## config.mk

```make
export PLATFORM = sky130hd
export DESIGN_NAME = uart_rx_frame_timer_flat
export DESIGN_NICKNAME = d
export VERILOG_FILES = /design/src/rtl/uart_rx_pkg.sv /design/src/rtl/uart_rx_frame_timer_if.sv /design/src/rtl/uart_rx_cfg_shadow.sv /design/src/rtl/uart_rx_frame_timer.sv /design/src/flat_wrapper.sv
export SDC_FILE = /design/constraint.sdc
export NUM_CORES = 1
export LEC_CHECK = 0
export BUFFER_PORTS_ARGS = -buffer_cell sky130_fd_sc_hd__buf_2
export CORE_MARGIN = 2
export CORE_UTILIZATION = 59
export DETAILED_ROUTE_END_ITERATION = 7
export PLACE_DENSITY = 0.91
export SETUP_SLACK_MARGIN = 0.02
export SKIP_CTS_REPAIR_TIMING = 1
export SLEW_MARGIN = 0
export SYNTH_ARGS = -nofsm -noshare
export SYNTH_HDL_FRONTEND = slang
export SYNTH_SLANG_ARGS = --single-unit
```

## constraint.sdc

```tcl
create_clock -name clk_RX -period 5.65 [get_ports clk_RX]
set_input_delay 0.2825 -clock clk_RX [delete_from_list [all_inputs] [get_ports clk_RX]]
set_output_delay 0.2825 -clock clk_RX [all_outputs]
set_load 0.05 [all_outputs]
```

## src/rtl/uart_rx_pkg.sv

```systemverilog
// Shared constants, types and clamp helper for the UART receive path.
package uart_rx_pkg;

  localparam int MIN_PRESCALE = 4;
  localparam int MIN_DATA_LEN = 5;
  localparam int MAX_DATA_LEN = 9;
  localparam int BIT_CNT_W    = 4;

  // Mid-bit sample offsets relative to P>>1, in sample_idx order.
  localparam int SAMPLE_OFS [3] = '{-1, 0, 1};

  typedef logic [BIT_CNT_W-1:0] bit_cnt_t;
  typedef logic [1:0]           sample_idx_t;

  function automatic bit_cnt_t clamp_data_len(input logic [3:0] len);
    if (len < 4'(MIN_DATA_LEN)) return bit_cnt_t'(MIN_DATA_LEN);
    if (len > 4'(MAX_DATA_LEN)) return bit_cnt_t'(MAX_DATA_LEN);
    return bit_cnt_t'(len);
  endfunction

endpackage

```

## src/rtl/uart_rx_frame_timer_if.sv

```systemverilog
// Control/status bundle between the RX FSM (master) and the frame timer (slave).
// The stop2 signal exists only when UART_RX_TWO_STOP_EN is defined.
interface uart_rx_frame_timer_if import uart_rx_pkg::*; #(
  parameter int PRESCALE_W = 6
);

  logic [PRESCALE_W-1:0] prescale;
  logic [3:0]            data_len;
  logic                  PAR_EN;
`ifdef UART_RX_TWO_STOP_EN
  logic                  stop2;
`endif
  logic                  edge_cnt_enable;
  logic [PRESCALE_W-1:0] edge_cnt;
  bit_cnt_t              bit_cnt;
  logic                  edge_cnt_max;
  logic                  sample_stb;
  sample_idx_t           sample_idx;
  logic                  frame_done;

`ifdef UART_RX_TWO_STOP_EN
  modport master (
    output prescale, data_len, PAR_EN, stop2, edge_cnt_enable,
    input  edge_cnt, bit_cnt, edge_cnt_max, sample_stb, sample_idx, frame_done
  );
  modport slave (
    input  prescale, data_len, PAR_EN, stop2, edge_cnt_enable,
    output edge_cnt, bit_cnt, edge_cnt_max, sample_stb, sample_idx, frame_done
  );
`else
  modport master (
    output prescale, data_len, PAR_EN, edge_cnt_enable,
    input  edge_cnt, bit_cnt, edge_cnt_max, sample_stb, sample_idx, frame_done
  );
  modport slave (
    input  prescale, data_len, PAR_EN, edge_cnt_enable,
    output edge_cnt, bit_cnt, edge_cnt_max, sample_stb, sample_idx, frame_done
  );
`endif

endinterface

```

## src/rtl/uart_rx_cfg_shadow.sv

```systemverilog
// Clamps the frame configuration and holds it frozen while the timer runs;
// exports the effective prescale and the index of the last bit in the frame.
module uart_rx_cfg_shadow import uart_rx_pkg::*; #(
  parameter int PRESCALE_W = 6
) (
  input  logic                  clk_RX,
  input  logic                  rst,
  input  logic                  load,
  input  logic [PRESCALE_W-1:0] prescale,
  input  logic [3:0]            data_len,
  input  logic                  PAR_EN,
  input  logic                  stop2,
  output logic [PRESCALE_W-1:0] p_eff,
  output bit_cnt_t              last_bit
);

  logic [PRESCALE_W-1:0] p_q;
  bit_cnt_t              len_q;
  logic                  par_q;
  logic                  stop2_q;

  always_ff @(posedge clk_RX or negedge rst) begin
    if (!rst) begin
      p_q     <= PRESCALE_W'(MIN_PRESCALE);
      len_q   <= bit_cnt_t'(MIN_DATA_LEN);
      par_q   <= 1'b0;
      stop2_q <= 1'b0;
    end else if (load) begin
      p_q     <= (prescale < PRESCALE_W'(MIN_PRESCALE)) ? PRESCALE_W'(MIN_PRESCALE) : prescale;
      len_q   <= clamp_data_len(data_len);
      par_q   <= PAR_EN;
      stop2_q <= stop2;
    end
  end

  // Last index = frame bits - 1 = data + parity + stop bits (start bit is index 0).
  assign p_eff    = p_q;
  assign last_bit = len_q + bit_cnt_t'(par_q) + bit_cnt_t'(1) + bit_cnt_t'(stop2_q);

endmodule

```

## src/rtl/uart_rx_frame_timer.sv

```systemverilog
// Oversampling edge/bit counters, mid-bit sample strobes and end-of-frame pulse.
// Defining UART_RX_TWO_STOP_EN adds the stop2 input for two-stop-bit frames.
module uart_rx_frame_timer import uart_rx_pkg::*; #(
  parameter int PRESCALE_W = 6
) (
  input  logic                   clk_RX,
  input  logic                   rst,
  uart_rx_frame_timer_if.slave   bus
);

  logic [PRESCALE_W-1:0] p_eff;
  bit_cnt_t              last_bit;
  logic                  stop2_sel;
  logic [PRESCALE_W-1:0] edge_q;
  bit_cnt_t              bit_q;
  logic                  done_q;
  logic [PRESCALE_W-1:0] p_max;
  logic [PRESCALE_W-1:0] mid;
  logic                  at_max;
  logic                  stb;
  sample_idx_t           idx;

`ifdef UART_RX_TWO_STOP_EN
  assign stop2_sel = bus.stop2;
`else
  assign stop2_sel = 1'b0;
`endif

  uart_rx_cfg_shadow #(.PRESCALE_W(PRESCALE_W)) u_cfg_shadow (
    .clk_RX   (clk_RX),
    .rst      (rst),
    .load     (~bus.edge_cnt_enable),
    .prescale (bus.prescale),
    .data_len (bus.data_len),
    .PAR_EN   (bus.PAR_EN),
    .stop2    (stop2_sel),
    .p_eff    (p_eff),
    .last_bit (last_bit)
  );

  assign p_max  = p_eff - PRESCALE_W'(1);
  assign mid    = p_eff >> 1;
  assign at_max = (edge_q == p_max);

  always_ff @(posedge clk_RX or negedge rst) begin
    if (!rst) begin
      edge_q <= '0;
      bit_q  <= '0;
      done_q <= 1'b0;
    end else begin
      done_q <= 1'b0;
      if (!bus.edge_cnt_enable) begin
        edge_q <= '0;
        bit_q  <= '0;
      end else if (at_max) begin
        edge_q <= '0;
        if (bit_q == last_bit) begin
          bit_q  <= '0;
          done_q <= 1'b1;
        end else begin
          bit_q <= bit_q + bit_cnt_t'(1);
        end
      end else begin
        edge_q <= edge_q + PRESCALE_W'(1);
      end
    end
  end

  always_comb begin
    stb = 1'b0;
    idx = '0;
    if (bus.edge_cnt_enable) begin
      for (int i = 0; i < 3; i++) begin
        if (int'(edge_q) == int'(mid) + SAMPLE_OFS[i]) begin
          stb = 1'b1;
          idx = 2'(i);
        end
      end
    end
  end

  assign bus.edge_cnt     = edge_q;
  assign bus.bit_cnt      = bit_q;
  assign bus.edge_cnt_max = at_max;
  assign bus.sample_stb   = stb;
  assign bus.sample_idx   = idx;
  assign bus.frame_done   = done_q;

endmodule

```

## src/flat_wrapper.sv

```systemverilog
// flat-port wrapper written by rule: the top's interface ports become plain ports
module uart_rx_frame_timer_flat import uart_rx_pkg::*;
#(
  parameter int PRESCALE_W = 6
)
  (clk_RX, rst, bus_prescale, bus_data_len, bus_PAR_EN, bus_edge_cnt_enable, bus_edge_cnt, bus_bit_cnt, bus_edge_cnt_max, bus_sample_stb, bus_sample_idx, bus_frame_done);
  uart_rx_frame_timer_if #(.PRESCALE_W(PRESCALE_W)) bus_i ();
  input  logic clk_RX;
  input  logic rst;
  input wire logic [$bits(bus_i.prescale)-1:0] bus_prescale;
  input wire logic [$bits(bus_i.data_len)-1:0] bus_data_len;
  input wire logic [$bits(bus_i.PAR_EN)-1:0] bus_PAR_EN;
  input wire logic [$bits(bus_i.edge_cnt_enable)-1:0] bus_edge_cnt_enable;
  output wire logic [$bits(bus_i.edge_cnt)-1:0] bus_edge_cnt;
  output wire logic [$bits(bus_i.bit_cnt)-1:0] bus_bit_cnt;
  output wire logic [$bits(bus_i.edge_cnt_max)-1:0] bus_edge_cnt_max;
  output wire logic [$bits(bus_i.sample_stb)-1:0] bus_sample_stb;
  output wire logic [$bits(bus_i.sample_idx)-1:0] bus_sample_idx;
  output wire logic [$bits(bus_i.frame_done)-1:0] bus_frame_done;
  assign bus_i.prescale = bus_prescale;
  assign bus_i.data_len = bus_data_len;
  assign bus_i.PAR_EN = bus_PAR_EN;
  assign bus_i.edge_cnt_enable = bus_edge_cnt_enable;
  assign bus_edge_cnt = bus_i.edge_cnt;
  assign bus_bit_cnt = bus_i.bit_cnt;
  assign bus_edge_cnt_max = bus_i.edge_cnt_max;
  assign bus_sample_stb = bus_i.sample_stb;
  assign bus_sample_idx = bus_i.sample_idx;
  assign bus_frame_done = bus_i.frame_done;
  uart_rx_frame_timer #(.PRESCALE_W(PRESCALE_W)) u_core (.clk_RX(clk_RX), .rst(rst), .bus(bus_i));
endmodule
```

==> results.sh <==
export IMPL_clock_skew_ns=0.00136
export IMPL_r2r_end="u_core.bus.bit_cnt[3]"
export IMPL_seq_area_frac_synth_pct=34.7
export IMPL_place_hpwl_um=2720
export IMPL_grt_overflow=0
export IMPL_die_x_um=56.0
export IMPL_io_pins=29
export IMPL_post_route_cells_drive_above_1_share_pct=24.6
export IMPL_hold_viol=0
export IMPL_coreArea_um2=2520
export IMPL_grt_pass1_wl_um=6110
export IMPL_antenna_found_initial=0
export IMPL_die_h_um=56.0
export IMPL_cts_sinks=22
export IMPL_rrSetupSlack_ns=3.35
export IMPL_ys_seq_elements=22
export IMPL_worstSkewPairLatency_ns=0.31
export IMPL_min_to="u_core.u_cfg_shadow.len_q[2]"
export IMPL_cp_end_kind="output port"
export IMPL_antenna_cells=0
export IMPL_synthTopCellsByArea="dfrtp_1, xnor2_1, xor2_1"
export IMPL_drt_iter0_drc=29
export IMPL_ant_nets=0
export IMPL_fillers=213
export IMPL_layout_common_cells="buf_2, dfrtp_1, xnor2_1"
export IMPL_holdCritStartpoint="bus_data_len[3]"
export IMPL_arrival_ns=2.63
export IMPL_fin_nets=214
export IMPL_grt_max_degree=23
export IMPL_reg2regPathDepth=9
export IMPL_clockBufferDepth=2
export IMPL_netlist_area_leader_share_pct=29.8
export IMPL_ir_drop_mv=0.207
export IMPL_fin_crit_sh_pct=51.5
export IMPL_gr_usage_all_layers_pct=24.0
export IMPL_htree_levels=1
export IMPL_layout_setup_ws_ns=2.74
export IMPL_r2r_start="u_core.u_cfg_shadow.len_q[0]"
export IMPL_holdPathStages=2
export IMPL_drv_cap=0
export IMPL_setup_viol_count_final=0
export IMPL_critical_path_required_ns=5.37
export IMPL_rows=18
export IMPL_first_global_vias=1345
export IMPL_multi_input_area_um2=950
export IMPL_post_place_ws_ns=3.15
export IMPL_cts_buffers_inserted=3
export IMPL_io_buffers=28
export IMPL_critPathKind="reg -> out"
export IMPL_leakage_nw=0.812
export IMPL_hp_class="in -> reg"
export IMPL_wl_per_cell_um=16.2
export IMPL_timing_hold_ws_ns=0.162
export IMPL_run_status="finished, final reports clean"
export IMPL_start_util_pct=63.3
export IMPL_worstSetupStartpointType="flip-flop"
export IMPL_syn_nets=191
export IMPL_gp_congestion=0.966
export IMPL_synthesis_area_um2=1600
export IMPL_drc=0
export IMPL_post_drt_via_cell_ratio=6.04
export IMPL_final_common_cell="buf_2"
export IMPL_totalWireLength_um=3580
export IMPL_power_density_nw_per_um2=224
export IMPL_synth_top_area_cell="dfrtp_1"
export IMPL_fmax_mhz=343
export IMPL_via_count=1334
export IMPL_synth_warnings=0
export IMPL_postSynthAreaPerCell_um2=9.45
export IMPL_seqCellArea_um2=554
export IMPL_die_area_um2=3140
export IMPL_cts_tree="built"
export IMPL_layout_min_cycle_time_ns=2.91
export IMPL_clk_transition_reported_paths_ns=0.12
export IMPL_cts_root_buf="clkbuf_4"
export IMPL_slew_viol_final=0
export IMPL_yosysUniqueCellTypes=44
export IMPL_synthToLayoutAreaGrowth_pct=10.1
export IMPL_worstMarginPinSlew_ns=0.530
export IMPL_dr_pass1_iters=4
export IMPL_total_power_w=0.000394
export IMPL_slew_headroom_pct=64.6
export IMPL_rsz0062_at_grt="false"
export IMPL_netlist_instances=169
export IMPL_setup_tns_ns=0
export IMPL_path_max_fanout=10
==> logic make-up (layout without fill, tap and decap cells) <==
logic type,after synthesis,count (layout),synth area share [%]
muxes,5,5,3.53
xor gates and xnor gates,29,29,16.4
adders and majority gates,8,8,6.27
DFF,22,22,34.7
buffers and inverters,19,41,5.80
and+or+nand+nor,59,59,19.9
AOI/OAI and AO/OA,27,27,13.4
==> Yosys cell counts, drive strengths merged <==
library cell / count
xnor2: 16
o31a: 1
xor2: 13
a21oi: 6
nand4: 3
o211a: 1
a2111oi: 1
dfrtp: 19
a211o: 1
or4b: 1
ha: 8
nand2b: 1
a22oi: 1
clkbuf: 4
nand3: 7
o311ai: 1
and2: 1
nor2: 12
a311o: 1
a32o: 1
o31ai: 3
and3: 2
nand3b: 3
inv: 8
o21ai: 6
mux2: 5
buf: 7
o211ai: 2
dfstp: 3
nor3: 8
nor4: 4
nand2: 11
or3: 1
nor2b: 1
nand4b: 1
nor3b: 3
a21boi: 2
==> critical path, stage by stage, from the launching register on <==
cell and delay (ns):
dfstp_2 0.65, inv_1 0.10, ha_1 0.21, a21boi_0 0.24, xnor2_1 0.21, o211ai_2 0.22
nor2_2 0.33, buf_2 0.34
==> per-stage QoR <==
step | cell area, µm² | cells | util, %
floorplan | 1600 | 169 | -
global placement | 1710 | 216 | 67.9
detailed placement | 1710 | 216 | 67.9
CTS | 1750 | 220 | 69.3
global route | 1760 | 221 | 69.7
finish | 1760 | 221 | 69.7
==> power breakdown <==
| part | switching, W | internal, W | leakage (nW) |
|---|---|---|---|
| Sequential | 0.0000202 | 0.000169 | 0.279 |
| Clock | 0.0000489 | 0.0000394 | 0.0210 |
| Combinational | 0.0000707 | 0.0000465 | 0.512 |
| Total | 0.000140 | 0.000254 | 0.812 |
==> sequential cells by signal, summed over array words and instances, names as in the netlist <==
name	count
u_core.bus.bit_cnt	4
u_core.u_cfg_shadow.len_q	4
u_core.u_cfg_shadow.p_eff	6
u_core.bus.frame_done	1
u_core.u_cfg_shadow.par_q	1
u_core.bus.edge_cnt	6
==> layer usage <==
metal	wire (µm)	track usage, %
met5	0	0
met4	38	7.48
met3	226	3.49
met2	1850	41.5
met1	1470	30.8
==> final cells by class <==
type | instances | area share, %
multi-input combinational | 128 | 54.0
timing repair buffer | 29 | 8.54
sequential | 22 | 31.5
inverter | 8 | 1.71
tap | 30 | 2.14
clock buffer | 4 | 2.06
==> how the worst max path moves through the flow <==
stage	start	depth (start not counted)	to	slack (ns)
floorplan	u_core.bus.edge_cnt[2]	5	bus_sample_stb	2.05
global placement	u_core.u_cfg_shadow.p_eff[2]	7	bus_edge_cnt_max	3.27
detailed placement	u_core.u_cfg_shadow.p_eff[2]	7	bus_edge_cnt_max	3.15
CTS	u_core.u_cfg_shadow.p_eff[2]	7	bus_edge_cnt_max	2.79
global route	u_core.u_cfg_shadow.p_eff[2]	7	bus_edge_cnt_max	2.54
finish	u_core.u_cfg_shadow.p_eff[2]	7	bus_edge_cnt_max	2.74
No activity file was read; power rests on OpenSTA's default activity.
